===== src/rtl/pin_teclado.sv =====
// -----------------------------------------------------------------------------
// pin_teclado -- two-digit BCD keypad entry for a gate controller.
//
// Keys 0..9 are collected into a two-digit code {digit1,digit2}. Enter on a
// full, non-zero code presents it on Pin for exactly one cycle (Enviando=1).
// After that a holdoff of GUARD cycles follows, during which every strobe is
// ignored. Code 00 is reserved as the idle value of Pin and cannot be sent.
//
// Optional feature (macro PIN_TIMEOUT_EN):
//   When defined, a partial or complete but unsent entry is discarded after
//   TIMEOUT idle cycles, and Error pulses. When undefined, the idle counter is
//   held at zero, synthesizes away, and entries persist indefinitely.
//
// All outputs are registered. Reset is synchronous and active-high.
// -----------------------------------------------------------------------------
module pin_teclado #(
  parameter int GUARD   = 4,   // holdoff cycles after a send (1..15)
  parameter int TIMEOUT = 16   // idle cycles before discard (2..255)
) (
  input  logic       Clk,
  input  logic       Reset,
  input  logic [3:0] Tecla,
  input  logic       Tecla_valida,
  input  logic       Enter,
  input  logic       Borrar,
  output logic [7:0] Pin,
  output logic       Enviando,
  output logic [1:0] Digitos,
  output logic       Error
);

  // FSM encoding
  localparam logic [2:0] ESPERA      = 3'd0;
  localparam logic [2:0] UN_DIGITO   = 3'd1;
  localparam logic [2:0] DOS_DIGITOS = 3'd2;
  localparam logic [2:0] ENVIO       = 3'd3;
  localparam logic [2:0] GUARDA      = 3'd4;

  // Last count value of each counter; a counter at this value expires on the
  // current edge.
  localparam logic [3:0] GUARD_LAST   = 4'(GUARD - 1);
  localparam logic [7:0] TIMEOUT_LAST = 8'(TIMEOUT - 1);

`ifdef PIN_TIMEOUT_EN
  localparam logic TIMEOUT_EN = 1'b1;
`else
  localparam logic TIMEOUT_EN = 1'b0;
`endif

  // State and datapath registers
  logic [2:0] state_r;
  logic [3:0] hi_r;
  logic [3:0] lo_r;
  logic [3:0] guard_cnt_r;
  logic [7:0] idle_cnt_r;

  // Next-state values
  logic [2:0] state_s;
  logic [3:0] hi_s;
  logic [3:0] lo_s;
  logic [3:0] guard_cnt_s;
  logic [7:0] idle_cnt_s;

  // Next values of the registered outputs
  logic [7:0] pin_s;
  logic       env_s;
  logic       err_s;
  logic [1:0] dig_s;

  // Decoded conditions
  logic key_ok_s;
  logic timeout_hit_s;
  logic code_zero_s;

  assign key_ok_s      = (Tecla <= 4'd9);
  assign code_zero_s   = ({hi_r, lo_r} == 8'h00);
  assign timeout_hit_s = TIMEOUT_EN && (idle_cnt_r == TIMEOUT_LAST);

  // Next-state and output decode; Borrar beats Enter beats Tecla_valida, and
  // lower-priority strobes in the same cycle are simply dropped.
  always_comb begin
    state_s     = state_r;
    hi_s        = hi_r;
    lo_s        = lo_r;
    guard_cnt_s = 4'd0;
    idle_cnt_s  = 8'd0;
    pin_s       = 8'h00;
    env_s       = 1'b0;
    err_s       = 1'b0;

    case (state_r)
      ESPERA: begin
        if (Borrar) begin
          hi_s = 4'd0;
          lo_s = 4'd0;
        end else if (Enter) begin
          err_s = 1'b1;                 // nothing to submit
        end else if (Tecla_valida) begin
          if (key_ok_s) begin
            hi_s    = Tecla;
            state_s = UN_DIGITO;
          end else begin
            err_s = 1'b1;               // not a decimal digit
          end
        end else begin
          state_s = ESPERA;
        end
      end

      UN_DIGITO: begin
        if (Borrar) begin
          hi_s    = 4'd0;
          lo_s    = 4'd0;
          state_s = ESPERA;
        end else if (Enter) begin
          err_s = 1'b1;                 // incomplete code, keep the digit
        end else if (Tecla_valida) begin
          if (key_ok_s) begin
            lo_s    = Tecla;
            state_s = DOS_DIGITOS;
          end else begin
            err_s = 1'b1;
          end
        end else if (timeout_hit_s) begin
          hi_s    = 4'd0;
          lo_s    = 4'd0;
          err_s   = 1'b1;
          state_s = ESPERA;
        end else begin
          idle_cnt_s = TIMEOUT_EN ? (idle_cnt_r + 8'd1) : 8'd0;
        end
      end

      DOS_DIGITOS: begin
        if (Borrar) begin
          hi_s    = 4'd0;
          lo_s    = 4'd0;
          state_s = ESPERA;
        end else if (Enter) begin
          if (code_zero_s) begin
            // 00 is the idle value of Pin, so it can never be sent
            hi_s    = 4'd0;
            lo_s    = 4'd0;
            err_s   = 1'b1;
            state_s = ESPERA;
          end else begin
            pin_s   = {hi_r, lo_r};
            env_s   = 1'b1;
            state_s = ENVIO;
          end
        end else if (Tecla_valida) begin
          err_s = 1'b1;                 // entry full: no shift, no overwrite
        end else if (timeout_hit_s) begin
          hi_s    = 4'd0;
          lo_s    = 4'd0;
          err_s   = 1'b1;
          state_s = ESPERA;
        end else begin
          idle_cnt_s = TIMEOUT_EN ? (idle_cnt_r + 8'd1) : 8'd0;
        end
      end

      ENVIO: begin
        // Pin is already on the output this cycle; strobes are ignored
        hi_s        = 4'd0;
        lo_s        = 4'd0;
        guard_cnt_s = 4'd0;
        state_s     = GUARDA;
      end

      GUARDA: begin
        if (guard_cnt_r == GUARD_LAST) begin
          guard_cnt_s = 4'd0;
          state_s     = ESPERA;
        end else begin
          guard_cnt_s = guard_cnt_r + 4'd1;
        end
      end

      default: begin
        hi_s    = 4'd0;
        lo_s    = 4'd0;
        state_s = ESPERA;
      end
    endcase
  end

  // Digit count shown on Digitos, derived from the state being entered
  always_comb begin
    case (state_s)
      UN_DIGITO:   dig_s = 2'd1;
      DOS_DIGITOS: dig_s = 2'd2;
      default:     dig_s = 2'd0;
    endcase
  end

  // State, datapath and counter registers
  always_ff @(posedge Clk) begin
    if (Reset) begin
      state_r     <= ESPERA;
      hi_r        <= 4'd0;
      lo_r        <= 4'd0;
      guard_cnt_r <= 4'd0;
      idle_cnt_r  <= 8'd0;
    end else begin
      state_r     <= state_s;
      hi_r        <= hi_s;
      lo_r        <= lo_s;
      guard_cnt_r <= guard_cnt_s;
      idle_cnt_r  <= idle_cnt_s;
    end
  end

  // Registered outputs; reset also cancels a send that is in flight
  always_ff @(posedge Clk) begin
    if (Reset) begin
      Pin      <= 8'h00;
      Enviando <= 1'b0;
      Digitos  <= 2'd0;
      Error    <= 1'b0;
    end else begin
      Pin      <= pin_s;
      Enviando <= env_s;
      Digitos  <= dig_s;
      Error    <= err_s;
    end
  end

endmodule

===== config.mk =====
export PLATFORM = sky130hd
export DESIGN_NAME = pin_teclado
export DESIGN_NICKNAME = d
export VERILOG_FILES = /design/src/rtl/pin_teclado.sv
export SDC_FILE = /design/constraint.sdc
export NUM_CORES = 1
export LEC_CHECK = 0
export BUFFER_PORTS_ARGS = -buffer_cell sky130_fd_sc_hd__buf_2
export CAP_MARGIN = 25
export CELL_PAD_IN_SITES_DETAIL_PLACEMENT = 0
export CELL_PAD_IN_SITES_GLOBAL_PLACEMENT = 1
export CORE_MARGIN = 4
export CORE_UTILIZATION = 44
export DETAILED_ROUTE_END_ITERATION = 16
export PLACE_DENSITY = 0.84
export REMOVE_ABC_BUFFERS = 1
export SKIP_LAST_GASP = 1
export SLEW_MARGIN = 10
export SYNTH_ARGS = -nofsm -noshare
export SYNTH_HDL_FRONTEND = slang
export SYNTH_SLANG_ARGS = --single-unit

===== constraint.sdc =====
create_clock -name Clk -period 2.3 [get_ports Clk]
set_input_delay 0.23 -clock Clk [delete_from_list [all_inputs] [get_ports Clk]]
set_output_delay 0.23 -clock Clk [all_outputs]
set_load 0.02 [all_outputs]

==> metrics.cfg <==
[outcome]
status=finished clean

[place]
placed_cells=161
dpl.hpwl_mm=1.64
gp_congestion=0.858
dpl_worst_slack_ns=0.576
portBuffers=20
placed_cell_area_sq_um=1260

[routing]
routedWlPerCell_microns=13.0
ant_nets=0
vias=863
drt_iter0_drc=16
viasPerCell=5.23
wl_mm=2.15
dr.pass1.iters=5
route.detailed.drc=0

[floorplanning]
start_util_pct=46.2
pin_count=21
die_h_microns=59.0
rows=18
dieArea_sq_um=3480
core-area_sq_um=2480
die_w_microns=59.0

[setup_path]
required_ns=2.58
cp-end-kind=flip-flop
arrival_ns=2.03
cp_top_family=simple AND/OR/NAND/NOR gates
setup.worst_path.class=reg -> reg
path_cells=or4b_4, a211o_1, nor2_4, and2_1
cp_slowest_cell=or4b_4
critical_path_buf_inv_count=0
startpoint_type=flip-flop
max_stage_delay_ns=0.54
crit_path_max_fanout=10

[clock_network]
clk_pin_slew_worst_paths_ns=0.14
cts_root_buffer=clkbuf_4
h-tree-depth=1
clockBufferDepth=2
cts.repair.resized=0
cts_setup_buffers=0
clock-sinks=27
cts_tree=done
numCtsBuffers=3
insertion_delay_ns=0.33
hold_buffers=0

[timing]
grt_setup_unrepaired=false
finalMaxSlewViolations=0
hold_violations=0
slew_headroom_pct=65.1
setup_viol=0
min_period_over_period_pct=75.8
fin_ws_ns=0.556
setup_tns_ns=0
tightestPinTransition_ns=0.518
max_freq_mhz=573
skew_ns=0.00125
hold-worst-slack_ns=0.153
fin_crit_ns=1.74

[layout]
n_antenna_cell=0
syn_to_final_growth_pct=12.5
drive_gt1_share_pct=25.2
post-route-util_pct=51.9
final_cells=165
nets=146
final_cell_mix=27 x dfxtp_1, 20 x buf_2, 10 x nand2b_1
finish.instance_area_sq_um=1290
layout_commonest_cell=dfxtp_1

[synth]
syn_area_per_cell_sq_um=10.0
synthCells=114
yosysSeqAreaShare_pct=47.3
synth_cell_types=34
ys.warnings.count=0
syn-cell-area_sq_um=1140
ys_ff_latch=27

[pwr]
vdd_drop_max_mv=0.333
p_switching_mw=0.181
clkPwrFrac_pct=27.7
total_power_mw=0.745
combPwrFrac_pct=8.1
pwr-share-seq_pct=64.2
p_leak_nw=0.533
p_sw_share_pct=24.4
p_int_mw=0.563
power_density_nw_per_um2=579

[job]
cap_violations=0

[global_route]
antenna_found_initial=0
grt-ovfl-total=0
grt_pass1_wl_mm=3.69
grt_pass1_vias=820
grt_usage_pct=14.1
grt_max_degree=17

[hold_path]
hp-class=in -> reg

==> tightest hold or removal path, cell delays in order <==
cell and delay [ns]:
buf_2 0.11, nand2_1 0.05, mux2i_1 0.06
==> cell usage after synthesis <==
cell       n  area share [%]
a211o_1    1            0.77
a211oi_1   1            0.66
a21oi_1    5             2.2
a31oi_1    3             1.6
a31oi_4    1             1.9
a41oi_1    1            0.77
and2_1     8             4.4
and3_1     1            0.55
buf_4      1            0.66
buf_6      1            0.98
clkbuf_1   1            0.33
dfxtp_1   27              47
ha_1       1             1.1
inv_1      4             1.3
mux2i_1    8             7.0
nand2_1    8             2.6
nand2b_1  10             5.5
nand3_1    2            0.88
nand3b_1   1            0.66
nand4b_1   1            0.77
nor2_1     6             2.0
nor2_4     1            0.98
nor2b_1    1            0.55
nor3_1     3             1.3
nor3_4     2             2.8
nor3b_2    1             1.1
nor4_2     2             2.2
o21a_1     2             1.3
o21ai_0    3             1.3
o21ai_1    1            0.44
or2_2      2             1.1
or3_1      2             1.1
or4b_4     1             1.2
xor2_1     1            0.77
==> path summary, 6_finish.rpt <==
path             startpoint  slack (ns)  cells past startpoint             end
max reg2reg      state_r[1]        0.56                      4          Pin[5]
max              state_r[1]        0.56                      4          Pin[5]
min reg2reg  guard_cnt_r[0]        0.47                      1  guard_cnt_r[0]
min                Tecla[0]        0.15                      3         lo_r[0]
==> state kept, by name (all words and copies together), names as in the netlist <==
register,flops
guard_cnt_r,4
hi_r,4
Error,1
Digitos,2
Pin,8
Enviando,1
state_r,3
lo_r,4
==> power by group through the flow <==
stage / sequential, mW / combinational (mW) / clock (mW)
6_report: 0.478 / 0.0604 / 0.206
5_1_grt: 0.480 / 0.0679 / 0.236
4_1_cts: 0.479 / 0.0609 / 0.213
3_5_place_dp: 0.489 / 0.0604 / 0
3_3_place_gp: 0.488 / 0.0599 / 0
2_1_floorplan: 0.489 / 0.0364 / 0
==> logic make-up (layout without fill, tap and decap cells) <==
kind of cell    Yosys count  count (layout)  synth area share, %
xor+xnor                  1               1                0.766
flops                    27              27                 47.3
compound gates           18              18                 10.9
fa+ha+maj                 1               1                 1.09
simple gates             52              52                 29.6
mux                       8               8                 7.00
buf+inv                   7              28                 3.28
==> layer usage <==
| metal | track usage, % | vias to the layer above | wire length (microns) |
|---|---|---|---|
| met3 | 2.83 | 3 | 90 |
| met5 | 0 | - | 0 |
| met1 | 17.9 | 406 | 944 |
| met2 | 23.0 | 15 | 1080 |
| li1 | - | 439 | - |
| met4 | 5.83 | 0 | 35 |
==> cell type report <==
type                       count  area (sq um)
inverter                       4          15.0
fill                         250          1190
clock inverter                 1          5.00
multi-input combinational     80           566
clock buffer                   3          22.5
sequential                    27           541
timing repair buffer          20           100
tap                           30          37.5
No activity file was read; power rests on OpenSTA's default activity.
